File: config.mk
export PLATFORM = sky130hd
export DESIGN_NAME = envo_scheduler
export DESIGN_NICKNAME = d
export VERILOG_FILES = /design/src/rtl/envo_pkg.sv /design/src/rtl/envo_scheduler_gen_timer.sv /design/src/rtl/envo_scheduler.sv
export SDC_FILE = /design/constraint.sdc
export NUM_CORES = 1
export LEC_CHECK = 0
export BUFFER_PORTS_ARGS = -buffer_cell sky130_fd_sc_hd__buf_4
export CORE_MARGIN = 3
export CORE_UTILIZATION = 66
export CTS_BUF_LIST = sky130_fd_sc_hd__clkbuf_2
export CTS_CLUSTER_DIAMETER = 50
export DETAILED_ROUTE_END_ITERATION = 16
export PLACE_DENSITY = 0.87
export SETUP_SLACK_MARGIN = 0.3
export SLEW_MARGIN = 20
export SYNTH_ARGS = -nofsm -noshare
export SYNTH_HDL_FRONTEND = slang
export SYNTH_SLANG_ARGS = --single-unit
File: constraint.sdc
create_clock -name clk -period 6.47 [get_ports clk]
set_clock_uncertainty 0.05 [all_clocks]
set_input_delay 0.647 -clock clk [delete_from_list [all_inputs] [get_ports clk]]
set_output_delay 0.647 -clock clk [all_outputs]
set_load 0.05 [all_outputs]
File: src/rtl/envo_pkg.sv
// Shared definitions for the evolution-engine scheduler: command bit map,
// engine op codes, FSM encoding and speed limits.
package envo_pkg;

  // Bit positions within the one-hot command pulse bus
  localparam int CMD_CLR     = 0;
  localparam int CMD_INC_V   = 1;
  localparam int CMD_DEC_V   = 2;
  localparam int CMD_RANDOM  = 5;
  localparam int CMD_RUN_TOG = 6;
  localparam int CMD_STEP    = 7;

  // Speed level range
  localparam int              SPEED_W   = 3;
  localparam logic [SPEED_W-1:0] SPEED_RST = 3'd3;
  localparam logic [SPEED_W-1:0] SPEED_MAX = 3'd7;

  // Operation codes presented to the engine alongside eng_start
  typedef enum logic [1:0] {
    OP_GEN  = 2'd0,
    OP_CLR  = 2'd1,
    OP_RAND = 2'd2
  } eng_op_e;

  // Scheduler states
  typedef enum logic [1:0] {
    ST_IDLE  = 2'd0,
    ST_ISSUE = 2'd1,
    ST_WAIT  = 2'd2,
    ST_SWAP  = 2'd3
  } state_e;

endpackage

File: src/rtl/envo_scheduler_gen_timer.sv
// Generation timer: a free-running prescaler produces a 1 ms tick, and an
// interval counter turns ticks into a gen_req pulse every 2^(MAX_SHIFT-speed)
// ticks while running. Levels at or above MAX_SHIFT fire on every tick.
module gen_timer
  import envo_pkg::*;
#(
  parameter int TICK_DIV  = 100000,
  parameter int MAX_SHIFT = 10
) (
  input  logic               clk,
  input  logic               rst,
  input  logic               running,
  input  logic [SPEED_W-1:0] speed,
  input  logic               reload,
  output logic               gen_req
);

  localparam int PW = (TICK_DIV > 1) ? $clog2(TICK_DIV) : 1;
  localparam int IW = MAX_SHIFT + 1;

  logic [PW-1:0] pre_cnt;
  logic          tick;
  logic [IW-1:0] iv_cnt;
  logic [IW-1:0] limit;

  // Interval length in ticks for the current speed level
  always_comb begin
    // NOTE: every variable written here gets a default first, so no path can
    // leave it unassigned and infer a latch.
    limit = IW'(1);
    if (int'(speed) < MAX_SHIFT) begin
      limit = IW'(1) << (MAX_SHIFT - int'(speed));
    end
  end

  // Prescaler: one-cycle tick every TICK_DIV clocks
  always_ff @(posedge clk) begin
    // NOTE: state is updated with non-blocking assignments so every register
    // samples pre-edge values regardless of statement order.
    if (rst) begin
      pre_cnt <= '0;
      tick    <= 1'b0;
    end else if (pre_cnt == PW'(TICK_DIV - 1)) begin
      pre_cnt <= '0;
      tick    <= 1'b1;
    end else begin
      pre_cnt <= pre_cnt + PW'(1);
      tick    <= 1'b0;
    end
  end

  // Interval counter: held at zero when stopped or reloaded
  always_ff @(posedge clk) begin
    if (rst || reload || !running) begin
      iv_cnt  <= '0;
      gen_req <= 1'b0;
    end else if (tick) begin
      if (iv_cnt + IW'(1) >= limit) begin
        iv_cnt  <= '0;
        gen_req <= 1'b1;
      end else begin
        iv_cnt  <= iv_cnt + IW'(1);
        gen_req <= 1'b0;
      end
    end else begin
      gen_req <= 1'b0;
    end
  end

endmodule

File: src/rtl/envo_scheduler.sv
// Evolution-engine scheduler: collects clear / random / generation requests
// into one-deep pending flags, issues them to the engine one at a time and
// swaps the display buffer during vertical blank once each op completes.
module envo_scheduler
  import envo_pkg::*;
#(
  parameter int TICK_DIV  = 100000,
  parameter int MAX_SHIFT = 10,
  parameter int TIMEOUT   = 1 << 20
) (
  input  logic               clk,
  input  logic               rst,
  input  logic [7:0]         cmd,
  input  logic               vblank,
  input  logic               eng_done,
  output logic [1:0]         eng_op,
  output logic               eng_start,
  output logic               buf_swap,
  output logic               running,
  output logic               busy,
  output logic [SPEED_W-1:0] speed,
  output logic [15:0]        gen_count,
  output logic               err
);

  localparam int TW = (TIMEOUT > 1) ? $clog2(TIMEOUT) : 1;

  state_e             state;
  eng_op_e            cur_op;
  logic               p_clr;
  logic               p_rand;
  logic               p_gen;
  logic [TW-1:0]      to_cnt;
  logic [SPEED_W-1:0] speed_next;
  logic               inc_v;
  logic               dec_v;
  logic               reload;
  logic               gen_req;
  logic               unused_edit_bits;

  assign inc_v            = cmd[CMD_INC_V];
  assign dec_v            = cmd[CMD_DEC_V];
  assign unused_edit_bits = ^cmd[4:3];
  assign eng_op           = cur_op;

  // Saturating speed update; simultaneous INC and DEC cancel
  always_comb begin
    speed_next = speed;
    if (inc_v && !dec_v && speed != SPEED_MAX) begin
      speed_next = speed + SPEED_W'(1);
    end else if (dec_v && !inc_v && speed != '0) begin
      speed_next = speed - SPEED_W'(1);
    end
  end

  // Restart the generation interval whenever the pacing changes
  assign reload = (speed_next != speed) | cmd[CMD_RUN_TOG];

  gen_timer #(
    .TICK_DIV  (TICK_DIV),
    .MAX_SHIFT (MAX_SHIFT)
  ) u_gen_timer (
    .clk     (clk),
    .rst     (rst),
    .running (running),
    .speed   (speed),
    .reload  (reload),
    .gen_req (gen_req)
  );

  // Speed level and free-run enable
  always_ff @(posedge clk) begin
    if (rst) begin
      speed   <= SPEED_RST;
      running <= 1'b0;
    end else begin
      speed <= speed_next;
      if (cmd[CMD_RUN_TOG]) begin
        running <= ~running;
      end
    end
  end

  // Transaction FSM with pending-request flags; a request arriving in the
  // same cycle its flag is consumed re-arms the flag (sets are applied last)
  always_ff @(posedge clk) begin
    if (rst) begin
      state     <= ST_IDLE;
      cur_op    <= OP_GEN;
      eng_start <= 1'b0;
      buf_swap  <= 1'b0;
      busy      <= 1'b0;
      gen_count <= '0;
      err       <= 1'b0;
      to_cnt    <= '0;
      p_clr     <= 1'b0;
      p_rand    <= 1'b0;
      p_gen     <= 1'b0;
    end else begin
      eng_start <= 1'b0;
      buf_swap  <= 1'b0;

      case (state)
        ST_IDLE: begin
          if (p_clr || p_rand || p_gen) begin
            state     <= ST_ISSUE;
            eng_start <= 1'b1;
            busy      <= 1'b1;
            if (p_clr) begin
              cur_op <= OP_CLR;
              p_clr  <= 1'b0;
            end else if (p_rand) begin
              cur_op <= OP_RAND;
              p_rand <= 1'b0;
            end else begin
              cur_op <= OP_GEN;
              p_gen  <= 1'b0;
            end
          end
        end

        ST_ISSUE: begin
          to_cnt <= TW'(TIMEOUT - 1);
          state  <= ST_WAIT;
        end

        ST_WAIT: begin
          if (eng_done) begin
            state <= ST_SWAP;
          end else if (to_cnt == '0) begin
            err   <= 1'b1;
            busy  <= 1'b0;
            state <= ST_IDLE;
          end else begin
            to_cnt <= to_cnt - TW'(1);
          end
        end

        ST_SWAP: begin
          if (vblank) begin
            buf_swap  <= 1'b1;
            gen_count <= (cur_op == OP_GEN) ? gen_count + 16'd1 : 16'd0;
            busy      <= 1'b0;
            state     <= ST_IDLE;
          end
        end

        default: state <= ST_IDLE;
      endcase

      if (cmd[CMD_CLR]) begin
        p_clr <= 1'b1;
      end
      if (cmd[CMD_RANDOM]) begin
        p_rand <= 1'b1;
      end
      if (cmd[CMD_STEP] || gen_req) begin
        p_gen <= 1'b1;
      end
    end
  end

endmodule

==> impl_metrics.tcl, run 1 <==
set metrics [dict create \
    cp_common_cell "ha_1" \
    setup_viol 0 \
    relSlewSlack_pct 32.10 \
    dieArea_mm2 0.007429 \
    clkPwrFrac_pct 25.4 \
    ant_nets 0 \
    antenna_found_initial 0 \
    die_h_um 86.19 \
    clk_pin_slew_ns 0.21 \
    routabilityCongestion 0.7814 \
    synthFlopType "dfxtp_1" \
    dp_hpwl_um 6094 \
    sw_frac_of_total_pct 33.56 \
    max_freq_ghz 0.3017 \
    vias 3549 \
    clock-sinks 81 \
    drt_iter0_drc 214 \
    cts-root-buf "clkbuf_2" \
    die_x_um 86.19 \
    critPathRequiredTime_ns 6.84 \
    synth_fp_nets 527 \
    place.port_buffers 35 \
    start_util_pct 70.02 \
    setup_ws_ns 3.156 \
    wirelength_um 8623 \
    tritoncts "yes" \
    layout-drive-gt1-share_pct 11.18 \
    p_int_uw 758.8 \
    seq_area_frac_synth_pct 38.21 \
    rows 28 \
    fin_tns_setup_ns 0 \
    tightest_slew_ns 1.019 \
    ir_drop_v 0.0002430 \
    cts_hold_buf 0 \
    yosysMostFrequentCell "dfxtp_1" \
    vias_per_cell 5.975 \
    slew_violations 0 \
    worst-path-buf-inv 0 \
    crit_chain "ha_1 -> and3_1 -> nand3_1 -> xnor2_1 -> ha_1 -> a21o_1 -> a221o_1 -> a41oi_2 -> o21ai_1 -> o31ai_1" \
    p_sw_uw 383.3 \
    grt_use_total_pct 23.95 \
    cp-start-kind "register" \
    synth_area_leaders "dfxtp_1 (38%), xnor2_1 (6.6%), ha_1 (6.5%)" \
    diodes 0 \
    fillCellCount 452 \
    nets 549 \
    cts_buffers 9 \
    rsz0062_at_grt "no" \
    grt-ovfl-total 0 \
    first_pass_iters 5 \
    cts-resized-gates 0 \
    grt_max_degree 41 \
    cts_htree_levels 3 \
    clockBufferDepth 2 \
    power_frac_seq_pct 50.4 \
    yosys-top-cells-count "dfxtp_1 (81), nor2_1 (53), a21oi_1 (37), nand2_1 (34), xnor2_1 (32)" \
    yosys.area.top_type "dfxtp_1" \
    finalCriticalPeriod_ns 3.314 \
    end_kind "register" \
    slowest_stage "a41oi_2" \
    routedWlPerCell_um 14.52 \
    synthCells 493 \
    power_frac_comb_pct 24.2 \
    grt_pass1_vias 3350 \
    hold_class "input pin to register" \
    synth_top_cell_area_share_pct 38.21 \
    worstSkewPairLatency_ns 0.50 \
    drc 0 \
    status "complete, no violations" \
    cts_setup_buffers 0 \
    post-route-period-util_pct 51.23 \
    arrival_ns 3.69 \
    synth_edf_count 0 \
    ios 38 \
    critPathKind "register to register" \
    p_leak_nw 1.828 \
    pre_cts_slack_ns 2.965 \
    synth_area_mm2 0.004244 \
    grt_pass1_wl_um 14530 \
    core_region_area_mm2 0.006061 \
    area_growth_pct 9.640 \
    synth_cell_types 52 \
    maxCapViolCount 0 \
    ys_ff_latch 81 \
    synthArstFlopShare_pct 0 \
    cpPeakStageDelay_ns 0.54 \
    power.density_mw_per_mm2 245.4 \
    yosysWarningCount 0 \
    critPathTopFamily "compound AO/OA/AOI/OAI gates" \
    hold_viol 0 \
    syn_area_per_cell_um2 8.609 \
    cp_max_fo 13 \
]
per-layer routing:
| metal | GRT usage [%] | part of all wire [%] | vias to the layer above |
|---|---|---|---|
| met3 | 6.084 | 5.0 | 11 |
| met4 | 5.949 | 0.89 | 0 |
| li1 | - | - | 1792 |
| met5 | 0 | 0 | - |
| met1 | 29.53 | 45 | 1678 |
| met2 | 41.91 | 49 | 68 |
power groups by stage:
stage | Clock [mW] | Sequential (mW) | Combinational (mW)
global placement | 0 | 0.582 | 0.261
CTS | 0.300 | 0.575 | 0.272
floorplan | 0 | 0.594 | 0.203
global route | 0.319 | 0.581 | 0.307
detailed placement | 0 | 0.585 | 0.270
finish | 0.290 | 0.576 | 0.276
cell type report:
type	count	area [µm²]	share of cell area, %
clock buffers	9	45.04	0.9680
clock inverters	6	83.83	1.802
inverters	15	56.30	1.210
multi-input cells	372	2482	53.35
flip-flops and latches	81	1622	34.85
well taps	75	93.84	2.017
repair buffers	36	270.3	5.808
kinds of logic (layout without fill, tap and decap cells):
group	count (synthesis)	in the layout	synth area share (%)
xor+xnor	56	56	11.56
fa+ha+maj	22	22	6.486
flops	81	81	38.21
compound gates	93	93	14.83
simple gates	201	201	25.35
buf+inv	40	66	3.567
final timing paths:
| check | startpoint | to | slack, ns | cells after the start |
|---|---|---|---|---|
| worst max-delay path | u_gen_timer.iv_cnt[0] | u_gen_timer.iv_cnt[9] | 3.16 | 10 |
| worst min-delay path | cmd[6] | running | 0.33 | 3 |
| worst max register to register | u_gen_timer.iv_cnt[0] | u_gen_timer.iv_cnt[9] | 3.16 | 10 |
| worst min register to register | u_gen_timer.pre_cnt[0] | u_gen_timer.pre_cnt[0] | 0.41 | 1 |
stage by stage:
step	cells	cell area [µm²]	hold slack, ns	utilization (%)	power (mW)
finish	594	4653	0.3340	76.78	1.142
global route	594	4653	0.2718	76.78	1.207
CTS	594	4642	0.2928	76.59	1.147
detailed placement	579	4513	0.3849	74.46	0.8547
global placement	579	4513	0.3752	74.46	0.8435
floorplan	493	4244	0.3630	-	0.7963
registers in the layout, indices dropped and copies added (netlist names):
signal / flops
to_cnt: 20
u_gen_timer.pre_cnt: 17
gen_count: 16
u_gen_timer.iv_cnt: 11
speed: 3
eng_op: 2
state: 2
buf_swap: 1
busy: 1
eng_start: 1
err: 1
p_clr: 1
p_gen: 1
p_rand: 1
running: 1
u_gen_timer.gen_req: 1
u_gen_timer.tick: 1
cells in the final DEF, fill, tap and decap left out, types with 4 or more instances in the layout:
master / instances
buf_4: 36
o2111ai_1: 11
a21o_1: 4
dfxtp_1: 81
nor2_1: 53
and3_1: 15
a21oi_1: 37
inv_1: 15
nor4_1: 4
o21ai_1: 6
nand2_1: 34
xor2_1: 24
or3_1: 4
and4_1: 6
nand4_1: 11
ha_1: 22
xnor2_1: 32
o31ai_1: 5
a211oi_1: 10
nor2b_1: 6
clkbuf_2: 9
nand2b_1: 10
nand3_1: 22
nor3_1: 9
nand3b_1: 5
worst register-to-register path, delay by kind of cell (launching register included):
kind	cells	cell delay, ns
xor+xnor	1	0.26
compound gates	5	1.59
fa+ha+maj	2	0.55
simple gates	2	0.35
flops	1	0.44
Note: power is estimated with default switching activity, not from simulation.
==> run 2, diff against run 1 <==
--- a/config.mk
+++ b/config.mk
@@ -7,11 +7,11 @@
 export LEC_CHECK = 0
 export BUFFER_PORTS_ARGS = -buffer_cell sky130_fd_sc_hd__buf_4
 export CORE_MARGIN = 3
-export CORE_UTILIZATION = 66
+export CORE_UTILIZATION = 62
 export CTS_BUF_LIST = sky130_fd_sc_hd__clkbuf_2
 export CTS_CLUSTER_DIAMETER = 50
 export DETAILED_ROUTE_END_ITERATION = 16
-export PLACE_DENSITY = 0.87
+export PLACE_DENSITY = 0.83
 export SETUP_SLACK_MARGIN = 0.3
 export SLEW_MARGIN = 20
 export SYNTH_ARGS = -nofsm -noshare
==> constraint.sdc (replaced) <==
create_clock -name clk -period 3.09 [get_ports clk]
set_clock_uncertainty 0.05 [all_clocks]
set_input_delay 0.309 -clock clk [delete_from_list [all_inputs] [get_ports clk]]
set_output_delay 0.309 -clock clk [all_outputs]
set_load 0.05 [all_outputs]
==> run 2 against run 1 <==
Global-route usage decreased by 0.82 points. Non-clock buffer count increased by 18. Clock power grew 130%. Core utilization fell by 0.68 points. First-iteration DRC count is 23% lower. Largest cell class unchanged. Combinational power up 140%. Worst setup slack got worse by 2.9 ns. Count of clock-buffer cells in the layout unchanged. Critical endpoint is now u_gen_timer.iv_cnt[7]. Sequential cell count is the same.
==> impl_metrics.tcl, run 2 (synthesized netlist as in run 1, its figures left out) <==
set metrics [dict create \
    largest_reg_flops 20 \
    hold_viol 0 \
    reg_top3 "to_cnt x20, u_gen_timer.pre_cnt x17, gen_count x16" \
    power_frac_seq_pct 47.5 \
    relSlewSlack_pct 48.61 \
    routabilityCongestion 0.8655 \
    power.density_mw_per_mm2 511.3 \
    largest_register "to_cnt" \
    clock-sinks 81 \
    ios 38 \
    cts-root-buf "clkbuf_2" \
    slew_violations 0 \
    worstSkewPairLatency_ns 0.54 \
    status "complete, no violations" \
    ir_drop_v 0.0003717 \
    dp_hpwl_um 6091 \
    crit_chain "nand4_1 -> nor2_1 -> nand3_1 -> xor2_1 -> inv_1 -> ha_1 -> a21o_1 -> a21oi_1 -> buf_4 -> o2111ai_1 -> a21oi_1" \
    vias_per_cell 5.956 \
    worstReg2RegStart "u_gen_timer.iv_cnt[4]" \
    fin_tns_setup_ns 0 \
    sw_frac_of_total_pct 34.31 \
    drc 0 \
    pre_cts_slack_ns 0.2060 \
    final_common_cell "dfxtp_1" \
    cp_common_cell "a21oi_1" \
    max_freq_ghz 0.3584 \
    fillCellCount 455 \
    cp_max_fo 13 \
    clk_pin_slew_ns 0.25 \
    p_int_mw 1.660 \
    arrival_ns 3.23 \
    routedWlPerCell_um 15.08 \
    clockBufferDepth 2 \
    dieArea_mm2 0.007874 \
    setup_viol 0 \
    rows 29 \
    core_region_area_mm2 0.006495 \
    cts_htree_levels 3 \
    cp-start-kind "register" \
    layout_common_cells "dfxtp_1 (73), nor2_1 (53), buf_4 (46)" \
    critPathRequiredTime_ns 3.53 \
    ant_nets 0 \
    wirelength_um 9273 \
    cts_buffers 9 \
    drt_iter0_drc 164 \
    tritoncts "yes" \
    post-route-period-util_pct 90.30 \
    grt-ovfl-total 0 \
    maxCapViolCount 0 \
    crit_start "u_gen_timer.iv_cnt[4]" \
    p_leak_nw 1.967 \
    slowest_stage "dfxtp_2" \
    area_growth_pct 16.45 \
    end_kind "register" \
    setup_ws_ns 0.2997 \
    vias 3663 \
    rsz0062_at_grt "no" \
    diodes 0 \
    nets 567 \
    design_area_mm2 0.004942 \
    first_pass_iters 4 \
    cpPeakStageDelay_ns 0.51 \
    tightest_slew_ns 0.7675 \
    finalCriticalPeriod_ns 2.790 \
    place.port_buffers 35 \
    power_frac_comb_pct 26.0 \
    clkPwrFrac_pct 26.5 \
    grt_use_total_pct 23.13 \
    die_x_um 88.74 \
    critPathKind "register to register" \
    hold_class "input pin to register" \
    layout-drive-gt1-share_pct 17.66 \
    postPlaceCellArea_mm2 0.004562 \
    start_util_pct 65.34 \
    die_h_um 88.74 \
    hp-start "eng_done" \
    grt_pass1_wl_um 14610 \
    grt_max_degree 41 \
    p_sw_uw 866.9 \
    antenna_found_initial 0 \
    grt_pass1_vias 3411 \
]
## run 2: changes by cell type in the layout (fill, tap and decap cells not counted), moves of 4 or more
cell	before	now
buf_4	36	46
dfxtp_1	81	73
xnor2_1	32	28
dlygate4sd3_1	0	5
dfxtp_4	0	5
xnor2_2	0	4
## run 2: stage by stage
step	util (%)	total power [mW]	hold slack [ns]	instances
floorplan	-	1.671	0.3630	493
global placement	70.24	1.783	0.3742	586
detailed placement	70.24	1.806	0.3890	586
CTS	74.21	2.502	0.01205	610
global route	76.09	2.649	0.01895	615
finish	76.09	2.527	0.03472	615
## run 2: routing by layer
metal	share of wire (%)	wire length, µm	vias to the layer above	track usage [%]
li1	-	-	1842	-
met1	44	4095	1708	28.83
met2	48	4487	88	39.07
met3	5.0	466	25	4.283
met4	2.4	224	0	9.753
met5	0	0	-	0
## run 2: worst paths after layout
path	slack [ns]	depth (start not counted)	end
worst max register to register	0.30	11	u_gen_timer.iv_cnt[7]
worst max-delay path	0.30	11	u_gen_timer.iv_cnt[7]
worst min register to register	0.41	1	u_gen_timer.pre_cnt[0]
worst min-delay path	0.03	3	state[1]
## run 2: timing repair
action                                 4_1_cts  5_1_grt
setup endpoints to repair                   12       12
hold buffers                                 5        0
endpoints found under the hold margin        5        0
pin swaps                                    0       11
buffers inserted                             2        5
gates resized for setup                     12       20
cloned                                       1        0
## run 2: area by class of cell
cell class	count	area, µm²	share of cell area [%]
clock buffers	9	45.04	0.9114
clock inverters	7	100.1	2.025
inverters	15	56.30	1.139
multi-input cells	372	2571	52.03
flip-flops and latches	81	1644	33.27
well taps	77	96.34	1.949
repair buffers	54	429.2	8.684
## run 2: power by group through the flow
stage	logic, mW	clock network, mW	registers [mW]
detailed placement	0.581	0	1.22
global route	0.716	0.719	1.21
CTS	0.621	0.679	1.20
global placement	0.562	0	1.22
floorplan	0.426	0	1.24
finish	0.656	0.669	1.20
## run 2: worst max-delay path, delay by kind of cell (launching register included)
family	cells	cell delay, ns
buffers and inverters	2	0.32
AOI/OAI and AO/OA	4	0.78
adders and majority gates	1	0.33
xor gates and xnor gates	1	0.23
and+or+nand+nor	3	0.50
DFF	1	0.51
